### src/rtl/rv32i_memory_stage_pkg.sv
// Shared definitions for the RV32I memory stage: opcode/exception indices,
// funct3 size encodings, FSM state type and the alignment helper.
package rv32i_memory_stage_pkg;

    localparam int OPCODE_WIDTH    = 11;
    localparam int EXCEPTION_WIDTH = 6;

    // One-hot opcode bit positions
    localparam int RTYPE  = 0;
    localparam int ITYPE  = 1;
    localparam int LOAD   = 2;
    localparam int STORE  = 3;
    localparam int BRANCH = 4;
    localparam int JAL    = 5;
    localparam int JALR   = 6;
    localparam int LUI    = 7;
    localparam int AUIPC  = 8;
    localparam int SYSTEM = 9;
    localparam int FENCE  = 10;

    localparam int EXC_ILLEGAL          = 0;
    localparam int EXC_ECALL            = 1;
    localparam int EXC_EBREAK           = 2;
    localparam int EXC_MRET             = 3;
    localparam int EXC_LOAD_MISALIGNED  = 4;
    localparam int EXC_STORE_MISALIGNED = 5;

    localparam logic [2:0] F3_LB  = 3'b000;
    localparam logic [2:0] F3_LH  = 3'b001;
    localparam logic [2:0] F3_LW  = 3'b010;
    localparam logic [2:0] F3_LBU = 3'b100;
    localparam logic [2:0] F3_LHU = 3'b101;

    typedef enum logic [1:0] {
        S_IDLE = 2'd0,
        S_REQ  = 2'd1,
        S_WAIT = 2'd2
    } state_t;

    // Halfwords need y[0]=0, words need y[1:0]=0; bytes are always aligned.
    function automatic logic is_misaligned(input logic [2:0] funct3, input logic [1:0] offset);
        case (funct3[1:0])
            2'b01:   return offset[0];
            2'b10:   return offset != 2'b00;
            default: return 1'b0;
        endcase
    endfunction

endpackage

### src/rtl/rv32i_mem_lane_align.sv
// Byte-lane steering: store sel/replicated data and load extract/extend.
// Purely combinational.
module rv32i_mem_lane_align
    import rv32i_memory_stage_pkg::*;
(
    input  logic [2:0]  funct3,
    input  logic [1:0]  offset,
    input  logic [31:0] store_data,
    input  logic [31:0] load_word,
    output logic [3:0]  sel,
    output logic [31:0] store_word,
    output logic [31:0] load_data
);

    logic [31:0] shifted;
    logic [7:0]  byte_val;
    logic [15:0] half_val;

    always_comb begin
        shifted  = load_word >> {offset, 3'b000};
        byte_val = shifted[7:0];
        half_val = offset[1] ? load_word[31:16] : load_word[15:0];

        case (funct3[1:0])
            2'b00: begin
                sel        = 4'b0001 << offset;
                store_word = {4{store_data[7:0]}};
            end
            2'b01: begin
                sel        = 4'b0011 << {offset[1], 1'b0};
                store_word = {2{store_data[15:0]}};
            end
            default: begin
                sel        = 4'b1111;
                store_word = store_data;
            end
        endcase

        case (funct3)
            F3_LB:   load_data = {{24{byte_val[7]}}, byte_val};
            F3_LH:   load_data = {{16{half_val[15]}}, half_val};
            F3_LBU:  load_data = {24'd0, byte_val};
            F3_LHU:  load_data = {16'd0, half_val};
            default: load_data = load_word;
        endcase
    end

endmodule

### src/rtl/rv32i_memory_stage.sv
// RV32I memory stage: pipelined Wishbone load/store with pipeline stall.
// Optional misaligned-access trapping under `MEM_MISALIGN_CHECK_EN.
// Handshake: an instruction is taken when i_ce=1 and o_stall=0 (and no flush);
// o_ce=1 offers a result downstream, held while i_stall=1.
module rv32i_memory_stage
    import rv32i_memory_stage_pkg::*;
(
    input  logic                       i_clk,
    input  logic                       i_rst_n,
    input  logic [31:0]                i_y,
    input  logic [31:0]                i_rs2,
    input  logic [2:0]                 i_funct3,
    input  logic [OPCODE_WIDTH-1:0]    i_opcode,
    input  logic [EXCEPTION_WIDTH-1:0] i_exception,
    input  logic [31:0]                i_pc,
    input  logic [4:0]                 i_rd_addr,
    input  logic [31:0]                i_rd,
    input  logic                       i_wr_rd,
    input  logic                       i_ce,
    input  logic                       i_stall,
    input  logic                       i_flush,
    output logic                       o_wb_cyc,
    output logic                       o_wb_stb,
    output logic                       o_wb_we,
    output logic [31:0]                o_wb_addr,
    output logic [31:0]                o_wb_data,
    output logic [3:0]                 o_wb_sel,
    input  logic                       i_wb_ack,
    input  logic                       i_wb_stall,
    input  logic [31:0]                i_wb_data,
    output logic [4:0]                 o_rd_addr,
    output logic [31:0]                o_rd,
    output logic                       o_wr_rd,
    output logic [2:0]                 o_funct3,
    output logic [OPCODE_WIDTH-1:0]    o_opcode,
    output logic [31:0]                o_pc,
    output logic [EXCEPTION_WIDTH-1:0] o_exception,
    output logic                       o_ce,
    output logic                       o_stall_from_mem,
    output logic                       o_stall,
    output logic                       o_flush,
    output state_t                     o_state
);

    logic                       is_load, is_store, is_mem, accept, bus_done, kill;
    logic                       is_load_q, wr_rd_q, discard_q;
    logic [1:0]                 addr_lo_q;
    logic [2:0]                 lane_f3;
    logic [1:0]                 lane_off;
    logic [3:0]                 lane_sel;
    logic [31:0]                lane_wdata, lane_rdata;
    logic [EXCEPTION_WIDTH-1:0] misalign_bits;

    assign is_load          = i_opcode[LOAD];
    assign is_store         = i_opcode[STORE];
    assign is_mem           = is_load | is_store;
    assign o_stall_from_mem = (o_state != S_IDLE);
    assign o_stall          = i_stall | o_stall_from_mem;
    assign accept           = i_ce & ~o_stall & ~i_flush;
    assign bus_done         = i_wb_ack & (((o_state == S_REQ) & ~i_wb_stall) | (o_state == S_WAIT));
    assign kill             = discard_q | i_flush;

    always_comb begin
        misalign_bits = '0;
`ifdef MEM_MISALIGN_CHECK_EN
        if (is_mem && is_misaligned(i_funct3, i_y[1:0])) begin
            misalign_bits[EXC_LOAD_MISALIGNED]  = is_load;
            misalign_bits[EXC_STORE_MISALIGNED] = is_store;
        end
`endif
    end

    // Store steering is only needed while idle; load extraction only during an access.
    assign lane_f3  = (o_state == S_IDLE) ? i_funct3 : o_funct3;
    assign lane_off = (o_state == S_IDLE) ? i_y[1:0] : addr_lo_q;

    rv32i_mem_lane_align u_lane_align (
        .funct3     (lane_f3),
        .offset     (lane_off),
        .store_data (i_rs2),
        .load_word  (i_wb_data),
        .sel        (lane_sel),
        .store_word (lane_wdata),
        .load_data  (lane_rdata)
    );

    always_ff @(posedge i_clk or negedge i_rst_n) begin
        if (!i_rst_n) begin
            o_state     <= S_IDLE;
            o_wb_cyc    <= 1'b0;
            o_wb_stb    <= 1'b0;
            o_wb_we     <= 1'b0;
            o_wb_addr   <= '0;
            o_wb_data   <= '0;
            o_wb_sel    <= '0;
            o_rd_addr   <= '0;
            o_rd        <= '0;
            o_wr_rd     <= 1'b0;
            o_funct3    <= '0;
            o_opcode    <= '0;
            o_pc        <= '0;
            o_exception <= '0;
            o_ce        <= 1'b0;
            o_flush     <= 1'b0;
            is_load_q   <= 1'b0;
            wr_rd_q     <= 1'b0;
            discard_q   <= 1'b0;
            addr_lo_q   <= '0;
        end else begin
            o_flush <= i_flush;
            case (o_state)
                S_IDLE: begin
                    if (accept) begin
                        o_rd_addr   <= i_rd_addr;
                        o_funct3    <= i_funct3;
                        o_opcode    <= i_opcode;
                        o_pc        <= i_pc;
                        o_exception <= i_exception | misalign_bits;
                        if (misalign_bits != '0) begin
                            o_rd    <= i_rd;
                            o_ce    <= 1'b1;
                            o_wr_rd <= 1'b0;
                        end else if (is_mem) begin
                            o_state   <= S_REQ;
                            o_wb_cyc  <= 1'b1;
                            o_wb_stb  <= 1'b1;
                            o_wb_we   <= is_store;
                            o_wb_addr <= {i_y[31:2], 2'b00};
                            o_wb_data <= lane_wdata;
                            o_wb_sel  <= lane_sel;
                            addr_lo_q <= i_y[1:0];
                            is_load_q <= is_load;
                            wr_rd_q   <= is_load & i_wr_rd;
                            discard_q <= 1'b0;
                            o_ce      <= 1'b0;
                            o_wr_rd   <= 1'b0;
                        end else begin
                            o_rd    <= i_rd;
                            o_ce    <= 1'b1;
                            o_wr_rd <= i_wr_rd;
                        end
                    end else if (i_flush || !i_stall) begin
                        o_ce    <= 1'b0;
                        o_wr_rd <= 1'b0;
                    end
                end
                S_REQ: begin
                    if (i_flush) discard_q <= 1'b1;
                    if (!i_wb_stall) begin
                        o_wb_stb <= 1'b0;
                        o_state  <= S_WAIT;
                    end
                end
                S_WAIT: begin
                    if (i_flush) discard_q <= 1'b1;
                end
                default: o_state <= S_IDLE;
            endcase

            // Completion overrides the REQ->WAIT move when ack coincides with acceptance.
            if (bus_done) begin
                o_state  <= S_IDLE;
                o_wb_cyc <= 1'b0;
                o_wb_stb <= 1'b0;
                o_rd     <= is_load_q ? lane_rdata : 32'd0;
                o_ce     <= ~kill;
                o_wr_rd  <= wr_rd_q & ~kill;
            end
        end
    end

endmodule

### config.mk
export PLATFORM = sky130hd
export DESIGN_NAME = rv32i_memory_stage
export DESIGN_NICKNAME = d
export VERILOG_FILES = /design/src/rtl/rv32i_memory_stage_pkg.sv /design/src/rtl/rv32i_mem_lane_align.sv /design/src/rtl/rv32i_memory_stage.sv
export SDC_FILE = /design/constraint.sdc
export NUM_CORES = 1
export LEC_CHECK = 0
export ABC_AREA = 0
export CAP_MARGIN = 20
export CORE_MARGIN = 8
export CORE_UTILIZATION = 40
export DETAILED_ROUTE_END_ITERATION = 10
export PLACE_DENSITY = 0.78
export SLEW_MARGIN = 20
export SYNTH_ARGS = -nofsm -noshare
export SYNTH_HDL_FRONTEND = slang
export SYNTH_SLANG_ARGS = --single-unit
export TNS_END_PERCENT = 100
### constraint.sdc
create_clock -name i_clk -period 2.5 [get_ports i_clk]
set_input_delay 0.5 -clock i_clk [delete_from_list [all_inputs] [get_ports i_clk]]
set_output_delay 0.5 -clock i_clk [all_outputs]
set_load 0.02 [all_outputs]
==> results.toml, run 1 <==
[grt]
grt_pass1_wl_microns = 43600
antenna_found_initial = 1
grt_max_degree = 56
use_met1_pct = 27.0
globalRouteOverflowTotal = 0
gr-usage-met2_pct = 39.6
grt_pass1_vias = 7706
top_usage_layer = "met2"
grtUsageMet3_pct = 7.75
grt_usage_pct = 23.4

[yosys]
netlist_top_cells_area = "dfrtp_1, nand2_1, mux2i_1"
ys_seq_area_share_pct = 54.6
synth_top_area_share_pct = 54.6
synth-xor-area-share_pct = 0
synth_top_area_cell = "dfrtp_1"
synth_top_family_by_area = "simple AND/OR/NAND/NOR gates"
synth_warnings = 0
ys_types = 56
synthSimpleGateAreaFrac_pct = 22.6
yosys.area_share.adder_pct = 0.649
netlist_area_sq_um = 7710
synth_area_per_cell_sq_um = 9.22
synth-seq-cells = 168
yosys_most_used_dff = "dfrtp_1"
synth_compound_area_share_pct = 13.2
synth_edf_count = 0
async_flop_share_pct = 100
muxShareOfSynthArea_pct = 5.55
synth_cells = 836

[sta]
setup_violations = 0
tightestPinTransition_ns = 1.05
final.period_utilization_pct = 95.5
rsz0062_at_grt = "no"
clock_skew_ns = 0.00956
fmax_mhz = 419
hold_viol = 0
slew_violations = 0
setup_ws_ns = 0.113
hold_ws_ns = 0.0463
period_needed_ns = 2.39
relSlewSlack_pct = 29.4

[worst_setup_path]
cp_max_fo = 7
cp-start-kind = "flip-flop"
path_cells = "inv_1, ha_2, buf_4, mux2i_4, mux2i_1, nor3_1, nor2_2, a221oi_1"
crit_family = "multiplexers"
cp_slowest_cell = "dfrtp_1"
critPathRequiredTime_ns = 2.73
slowest_delay_ns = 0.41
end_kind = "flip-flop"
timing.rr.end = "o_rd[10]"
cp_num_buf_inv = 2
crit_type = "reg2reg"
r2r_start = "o_state[0]"
r2r_setup_slack_ns = 0.11
rr_worst_depth = 8
crit_arrival_ns = 2.62

[die]
rows = 50
start_util_pct = 40.9
die_width_microns = 155
core_sq_um = 18800
die-area_sq_um = 24000
ios = 360
die_h_microns = 155

[routing]
first_iter_violations = 446
firstDrtPassIters = 5
routed_wl_microns = 28900
avgRoutedWirePerCell_microns = 19.7
num_vias = 7535
drc = 0
ant_nets = 0
vias_per_cell = 5.13

[cts]
cts_buffers = 17
clock-sinks = 168
root_buffer = "clkbuf_16"
cts_tree = "done"
hold_buffers = 0
cts_setup_buffers = 0
clock_latency_ns = 0.42
clockBufferDepth = 2
cts-htree-levels = 4
path_clk_slew_ns = 0.07

[place]
place_ws_ns = -0.0390
gp_congestion = 0.870
place_hpwl_microns = 22300
place_area_sq_um = 11800
port_buffers = 357
placed_cells_incl_taps = 1436

[finish]
stdcell_area_sq_um = 12300
nets = 1392
fin_cells = 1468
drive_above_1_share_pct = 7.87
syn2layout_area_growth_pct = 60.2

[power]
power.total_mw = 15.0
leakage_nw = 5.72
power.density_nw_per_um2 = 1210
ir_drop_mv = 0.638

[flow_run]
drv_cap = 0

[status]
status = "complete, no violations"

[min_path]
hold_path.class = "in2async"
-- worst max-delay path by stage --
stage / startpoint / endpoint / depth (start not counted)
floorplan: o_state[0] / o_rd[25] / 10
global placement: i_stall / o_rd[14] / 7
detailed placement: i_stall / o_rd[14] / 7
CTS: o_state[0] / o_stall / 5
global route: o_state[1] / o_rd[10] / 8
finish: o_state[0] / o_rd[10] / 8
-- layout by cell type, fill, tap and decap left out, drive strengths merged, types with 2 or more instances in the layout --
| master | Yosys | final |
|---|---|---|
| a222oi | 7 | 7 |
| conb | 1 | 2 |
| a21o | 2 | 2 |
| o21bai | 2 | 2 |
| clkdlybuf4s50 | 0 | 354 |
| nand2b | 13 | 13 |
| o211ai | 18 | 18 |
| nand2 | 352 | 352 |
| clkinvlp | 0 | 2 |
| clkinv | 0 | 5 |
| nor3 | 7 | 7 |
| dfrtp | 168 | 168 |
| nor4 | 2 | 2 |
| a221oi | 29 | 29 |
| o21a | 3 | 3 |
| a31oi | 8 | 8 |
| clkbuf | 31 | 21 |
| dlygate4sd2 | 0 | 2 |
| nor2b | 11 | 11 |
| nand4 | 2 | 2 |
| inv | 5 | 7 |
| o31ai | 3 | 3 |
| mux2i | 40 | 40 |
| o21ai | 42 | 42 |
| buf | 21 | 35 |
| a21oi | 22 | 22 |
| nor2 | 25 | 25 |
| ha | 4 | 4 |
-- cell usage after synthesis, drive strengths merged, types with 2 or more instances --
master and number:
nor2b 11, clkbuf 31, nand4 2, inv 5
nand2b 13, buf 21, a221oi 29, o211ai 18
ha 4, o31ai 3, a222oi 7, nand2 352
o21bai 2, o21a 3, a21oi 22, a21o 2
a31oi 8, dfrtp 168, nor2 25, mux2i 40
o21ai 42, nor4 2, nor3 7
-- registers in the layout, indices dropped and copies added, names as in the netlist, 2 cells and up --
signal,count
addr_lo_q,2
o_rd,32
o_exception,6
o_opcode,11
o_state,2
o_rd_addr,5
o_pc,32
o_wb_addr,30
o_funct3,3
o_wb_sel,4
o_wb_data,32
-- where the power goes --
part	switching, mW	internal (mW)
clock network	1.11	1.42
logic	4.12	3.57
registers	0.777	3.99
-- kinds of logic (layout without fill, tap and decap cells) --
kind of cell    Yosys count  count (layout)
compound gates          142             142
fa+ha+maj                 4               4
buf+inv                  57             427
flops                   168             168
mux                      41              41
other cells               1               3
simple gates            423             423
-- cell type report --
cell class / count / area [sq um]
Sequential cell: 168 / 4200
Clock inverter: 10 / 95.1
Fill cell: 1576 / 6480
Tap cell: 260 / 325
Multi-Input combinational cell: 612 / 3310
Inverter: 5 / 18.8
Antenna cell: 1 / 2.50
Timing Repair Buffer: 391 / 3930
Clock buffer: 21 / 460
-- metrics by stage --
| stage | util [%] | TNS [ns] |
|---|---|---|
| after detailed placement | 62.5 | -0.0390 |
| after floorplan | - | 0 |
| after global placement | 62.5 | 0 |
| after CTS | 65.5 | 0 |
| final | 65.6 | 0 |
| after global routing | 65.6 | 0 |
-- repair_timing --
item	CTS	global route
gates cloned	0	0
endpoints found under the hold margin	0	0
setup endpoints to repair	2	35
gates resized for setup	2	4
-- per-layer routing --
layer	routed length, microns	up-vias
met1	11400	3626
li1	-	3526
met5	0	-
met3	2650	44
met2	14000	339
met4	791	0
No activity file was read; power rests on OpenSTA's default activity.
==> inputs of run 2 (changes only) <==
--- a/config.mk
+++ b/config.mk
@@ -7,10 +7,12 @@
 export LEC_CHECK = 0
 export ABC_AREA = 0
 export CAP_MARGIN = 20
+export CELL_PAD_IN_SITES_DETAIL_PLACEMENT = 0
+export CELL_PAD_IN_SITES_GLOBAL_PLACEMENT = 1
 export CORE_MARGIN = 8
-export CORE_UTILIZATION = 40
+export CORE_UTILIZATION = 30
 export DETAILED_ROUTE_END_ITERATION = 10
-export PLACE_DENSITY = 0.78
+export PLACE_DENSITY_LB_ADDON = 0.1
 export SLEW_MARGIN = 20
 export SYNTH_ARGS = -nofsm -noshare
 export SYNTH_HDL_FRONTEND = slang
==> results.toml, run 2 (synthesized netlist as in run 1, its figures left out) <==
[worst_setup_path]
crit_type = "reg2reg"
critPathRequiredTime_ns = 2.78
crit_arrival_ns = 2.63
crit_start = "o_state[0]"
cp_max_fo = 24
r2r_start = "o_state[0]"
cp-start-kind = "flip-flop"
end_kind = "flip-flop"

[grt]
grt_pass1_wl_microns = 44800
antenna_found_initial = 4
grt_pass1_vias = 7501
globalRouteOverflowTotal = 0
grt_usage_pct = 18.5
grt_max_degree = 77

[routing]
firstDrtPassIters = 5
ant_nets = 0
avgRoutedWirePerCell_microns = 19.0
routed_wl_microns = 29400
drc = 0
first_iter_violations = 524
num_vias = 7232
vias_per_cell = 4.68

[power]
leakage_nw = 5.77
ir_drop_mv = 0.483
p_comb_share_pct = 51.3
power.internal_mw = 9.03
pwr-share-clk_pct = 17.5
power.density_nw_per_um2 = 1200
p_switching_mw = 6.06
power_frac_seq_pct = 31.2
switching_share_pct = 40.1

[cts]
cts-htree-levels = 4
path_clk_slew_ns = 0.07
cts_tree = "done"
root_buffer = "clkbuf_16"
clock_latency_ns = 0.43
cts_setup_buffers = 0
clockBufferDepth = 2
cts_buffers = 17
clock-sinks = 168

[flow_run]
drv_cap = 0

[sta]
final.period_utilization_pct = 93.8
fin_setup_tns_ns = 0
hold_ws_ns = 0.470
relSlewSlack_pct = 49.6
slew_violations = 0
hold_viol = 0
period_needed_ns = 2.35
setup_violations = 0
fmax_mhz = 426
tightestPinTransition_ns = 0.756
clock_skew_ns = 0.0155
rsz0062_at_grt = "no"

[min_path]
hold_path.class = "reg2reg"
hold_path.startpoint = "o_opcode[0]"

[die]
die_width_microns = 176
start_util_pct = 30.6
die-area_sq_um = 31100
ios = 360
core_sq_um = 25200
die_h_microns = 176
rows = 58

[finish]
stdcell_area_sq_um = 12500
largestRegisters = "o_pc: 32 flops, o_rd: 32 flops, o_wb_data: 32 flops"
fin_cells = 1545
drive_above_1_share_pct = 8.08
final_util_pct = 49.7
nets = 1397
final_cell_mix = "clkdlybuf4s50_1, nand2_1, dfrtp_1, o21ai_0, mux2i_1"
final_common_cell = "clkdlybuf4s50_1"
fillers = 2386
syn2layout_area_growth_pct = 62.5

[place]
place_hpwl_microns = 21800
place_area_sq_um = 11900
port_buffers = 357
gp_congestion = 0.802
placed_cells_incl_taps = 1510

[status]
status = "complete, no violations"
-- run 2: path summary, 6_finish.rpt --
kind | end | slack (ns) | depth (start not counted)
worst max-delay path | o_rd[9] | 0.15 | 8
worst min-delay path | o_opcode[0] | 0.47 | 2
worst max register to register | o_rd[9] | 0.15 | 8
worst min register to register | o_opcode[0] | 0.47 | 2
max in group asynchronous | o_pc[4] | 1.28 | 3
min in group asynchronous | o_rd[21] | 0.53 | 2
-- run 2: per-layer routing --
layer	up-vias	track usage, %	share of wire (%)
li1	3548	-	-
met1	3399	22.7	42
met3	33	7.16	9.4
met2	248	29.3	47
met4	4	5.86	1.6
met5	-	0	0.061
-- run 2: repair_timing --
action                                  CTS  global route
hold buffers                              1             0
resized for setup                         2             1
hold endpoints to repair                 32             0
endpoints found under the setup margin    2            23
-- run 2: worst max-delay path: stages, from the launching register on --
cell and delay (ns):
dfrtp_1 0.37, inv_1 0.10, ha_1 0.22, buf_12 0.19, mux2i_4 0.41, mux2i_2 0.37, nor3_1 0.10, nor2_2 0.29
a221oi_1 0.14
-- run 2: layout make-up --
type	count	area (sq um)	area share [%]
multi-input cells	612	3300	26.4
diodes	2	5.00	0.0400
flip-flops and latches	168	4200	33.6
clock buffers	19	433	3.46
well taps	330	413	3.30
repair buffers	396	4010	32.0
inverters	5	18.8	0.150
clock inverters	13	139	1.11
-- run 2: power groups by stage --
stage	Sequential (mW)	Combinational, mW	Clock, mW
detailed placement	4.74	7.85	0
floorplan	6.25	2.28	0
global route	4.89	8.34	2.84
CTS	4.72	7.86	2.73
finish	4.71	7.74	2.64
global placement	4.72	7.83	0
-- run 2: stage by stage --
step / power (mW) / setup slack (ns)
2_1_floorplan: 8.53 / 0.292
3_3_place_gp: 12.5 / 0.115
3_5_place_dp: 12.6 / 0.0549
4_1_cts: 15.3 / 0.0937
5_1_grt: 16.1 / 0.000273
6_report: 15.1 / 0.154
==> inputs of run 3 (changes only) <==
--- a/config.mk
+++ b/config.mk
@@ -12,6 +12,7 @@
 export CORE_MARGIN = 8
 export CORE_UTILIZATION = 30
 export DETAILED_ROUTE_END_ITERATION = 10
+export MAX_ROUTING_LAYER = met4
 export PLACE_DENSITY_LB_ADDON = 0.1
 export SLEW_MARGIN = 20
 export SYNTH_ARGS = -nofsm -noshare
==> results.toml, run 3 (synthesized netlist as in run 1, its figures left out) <==
[sta]
clock_skew_ns = 0.0121
rsz0062_at_grt = "no"
tightestPinTransition_ns = 0.779
setup_violations = 0
final.period_utilization_pct = 94.3
slew_violations = 0
period_needed_ns = 2.36
hold_ws_ns = 0.473
fmax_mhz = 424
fin_setup_tns_ns = 0
relSlewSlack_pct = 48.1
hold_viol = 0

[place]
gp_congestion = 0.814
placed_cells_incl_taps = 1510
place_hpwl_microns = 21800
port_buffers = 357

[routing]
routed_wl_microns = 29400
ant_nets = 0
firstDrtPassIters = 6
drc = 0
num_vias = 7210
avgRoutedWirePerCell_microns = 19.0
vias_per_cell = 4.66
first_iter_violations = 490

[finish]
drive_above_1_share_pct = 8.08
largestRegisters = "o_pc: 32 flops, o_rd: 32 flops, o_wb_data: 32 flops"
syn2layout_area_growth_pct = 62.5
nets = 1397
final_common_cell = "clkdlybuf4s50_1"
fin_cells = 1547
final_cell_mix = "clkdlybuf4s50_1, nand2_1, dfrtp_1, o21ai_0, mux2i_1"

[flow_run]
drv_cap = 0

[grt]
globalRouteOverflowTotal = 0
antenna_found_initial = 4
grt_max_degree = 77
grt_usage_pct = 19.0
grt_pass1_wl_microns = 44600
grt_pass1_vias = 7547

[cts]
root_buffer = "clkbuf_16"
cts_buffers = 17
cts_tree = "done"
path_clk_slew_ns = 0.07
clock-sinks = 168
clock_latency_ns = 0.43
clockBufferDepth = 2
cts-htree-levels = 4

[power]
ir_drop_mv = 0.478
power.density_nw_per_um2 = 1200
leakage_nw = 5.77

[worst_setup_path]
cp_num_buf_inv = 2
cp_max_fo = 24
crit_family = "multiplexers"
end_kind = "flip-flop"
crit_type = "reg2reg"
slowest_delay_ns = 0.40
critPathRequiredTime_ns = 2.78
crit_arrival_ns = 2.64
cp-start-kind = "flip-flop"
cp_slowest_cell = "mux2i_4"
path_cells = "inv_1, ha_1, buf_12, mux2i_4, mux2i_2, nor3_1, nor2_2, a221oi_1"

[min_path]
hold_path.class = "reg2reg"

[die]
die_h_microns = 176
rows = 58
core_sq_um = 25200
die-area_sq_um = 31100
die_width_microns = 176
start_util_pct = 30.6
ios = 360

[status]
status = "complete, no violations"
run 3: cell count changes in the layout (fill, tap and decap cells not counted), sizes merged:
cell and change:
diode +2
run 3: per-stage QoR:
stage          setup WS (ns)  area [sq um]  total power [mW]  utilization [%]
3_5_place_dp          0.0549         11900              12.6             47.4
5_1_grt            0.0000120         12500              16.1             49.7
3_3_place_gp           0.115         11900              12.5             47.4
2_1_floorplan          0.292          7710              8.53                -
4_1_cts               0.0937         12500              15.3             49.7
6_report               0.143         12500              15.1             49.7
run 3: final timing paths:
path | start | endpoint | slack (ns) | depth (start not counted)
max | o_state[0] | o_rd[9] | 0.14 | 8
min | o_opcode[0] | o_opcode[0] | 0.47 | 2
max reg2reg | o_state[0] | o_rd[9] | 0.14 | 8
min reg2reg | o_opcode[0] | o_opcode[0] | 0.47 | 2
max in group asynchronous | i_rst_n | o_wb_sel[0] | 1.28 | 3
min in group asynchronous | i_rst_n | o_rd[21] | 0.53 | 2
run 3: where the power goes:
| group | switching, mW | internal, mW | leakage [nW] |
|---|---|---|---|
| clock | 1.23 | 1.41 | 0.274 |
| combinational | 4.10 | 3.64 | 3.41 |
| sequential | 0.717 | 3.99 | 2.09 |
run 3: per-layer routing:
layer / wire length, microns / global-route usage [%] / up-vias / share of wire [%]
li1: - / - / 3549 / -
met1: 12500 / 22.9 / 3389 / 43
met2: 13800 / 29.4 / 248 / 47
met3: 2660 / 6.86 / 24 / 9.1
met4: 399 / 5.86 / 0 / 1.4
met5: 0 / - / - / 0
run 3: layout make-up:
type | count | area, sq um
clock inverter | 13 | 139
fill | 2384 | 12700
tap | 330 | 413
multi-input combinational | 612 | 3300
sequential | 168 | 4200
clock buffer | 19 | 433
timing repair buffer | 396 | 4010
inverter | 5 | 18.8
antenna | 4 | 10.0
run 3: tightest hold or removal path, delay by kind of cell, from the launching register on:
family           cells  cell delay [ns]
DFF                  1             0.34
and+or+nand+nor      2             0.10
run 3: timing repair:
item / 4_1_cts / 5_1_grt
gates resized for setup: 2 / 1
hold endpoints to repair: 32 / 0
hold buffers: 1 / 0
setup buffers: 0 / 0
cloned: 0 / 0
endpoints found under the setup margin: 2 / 23
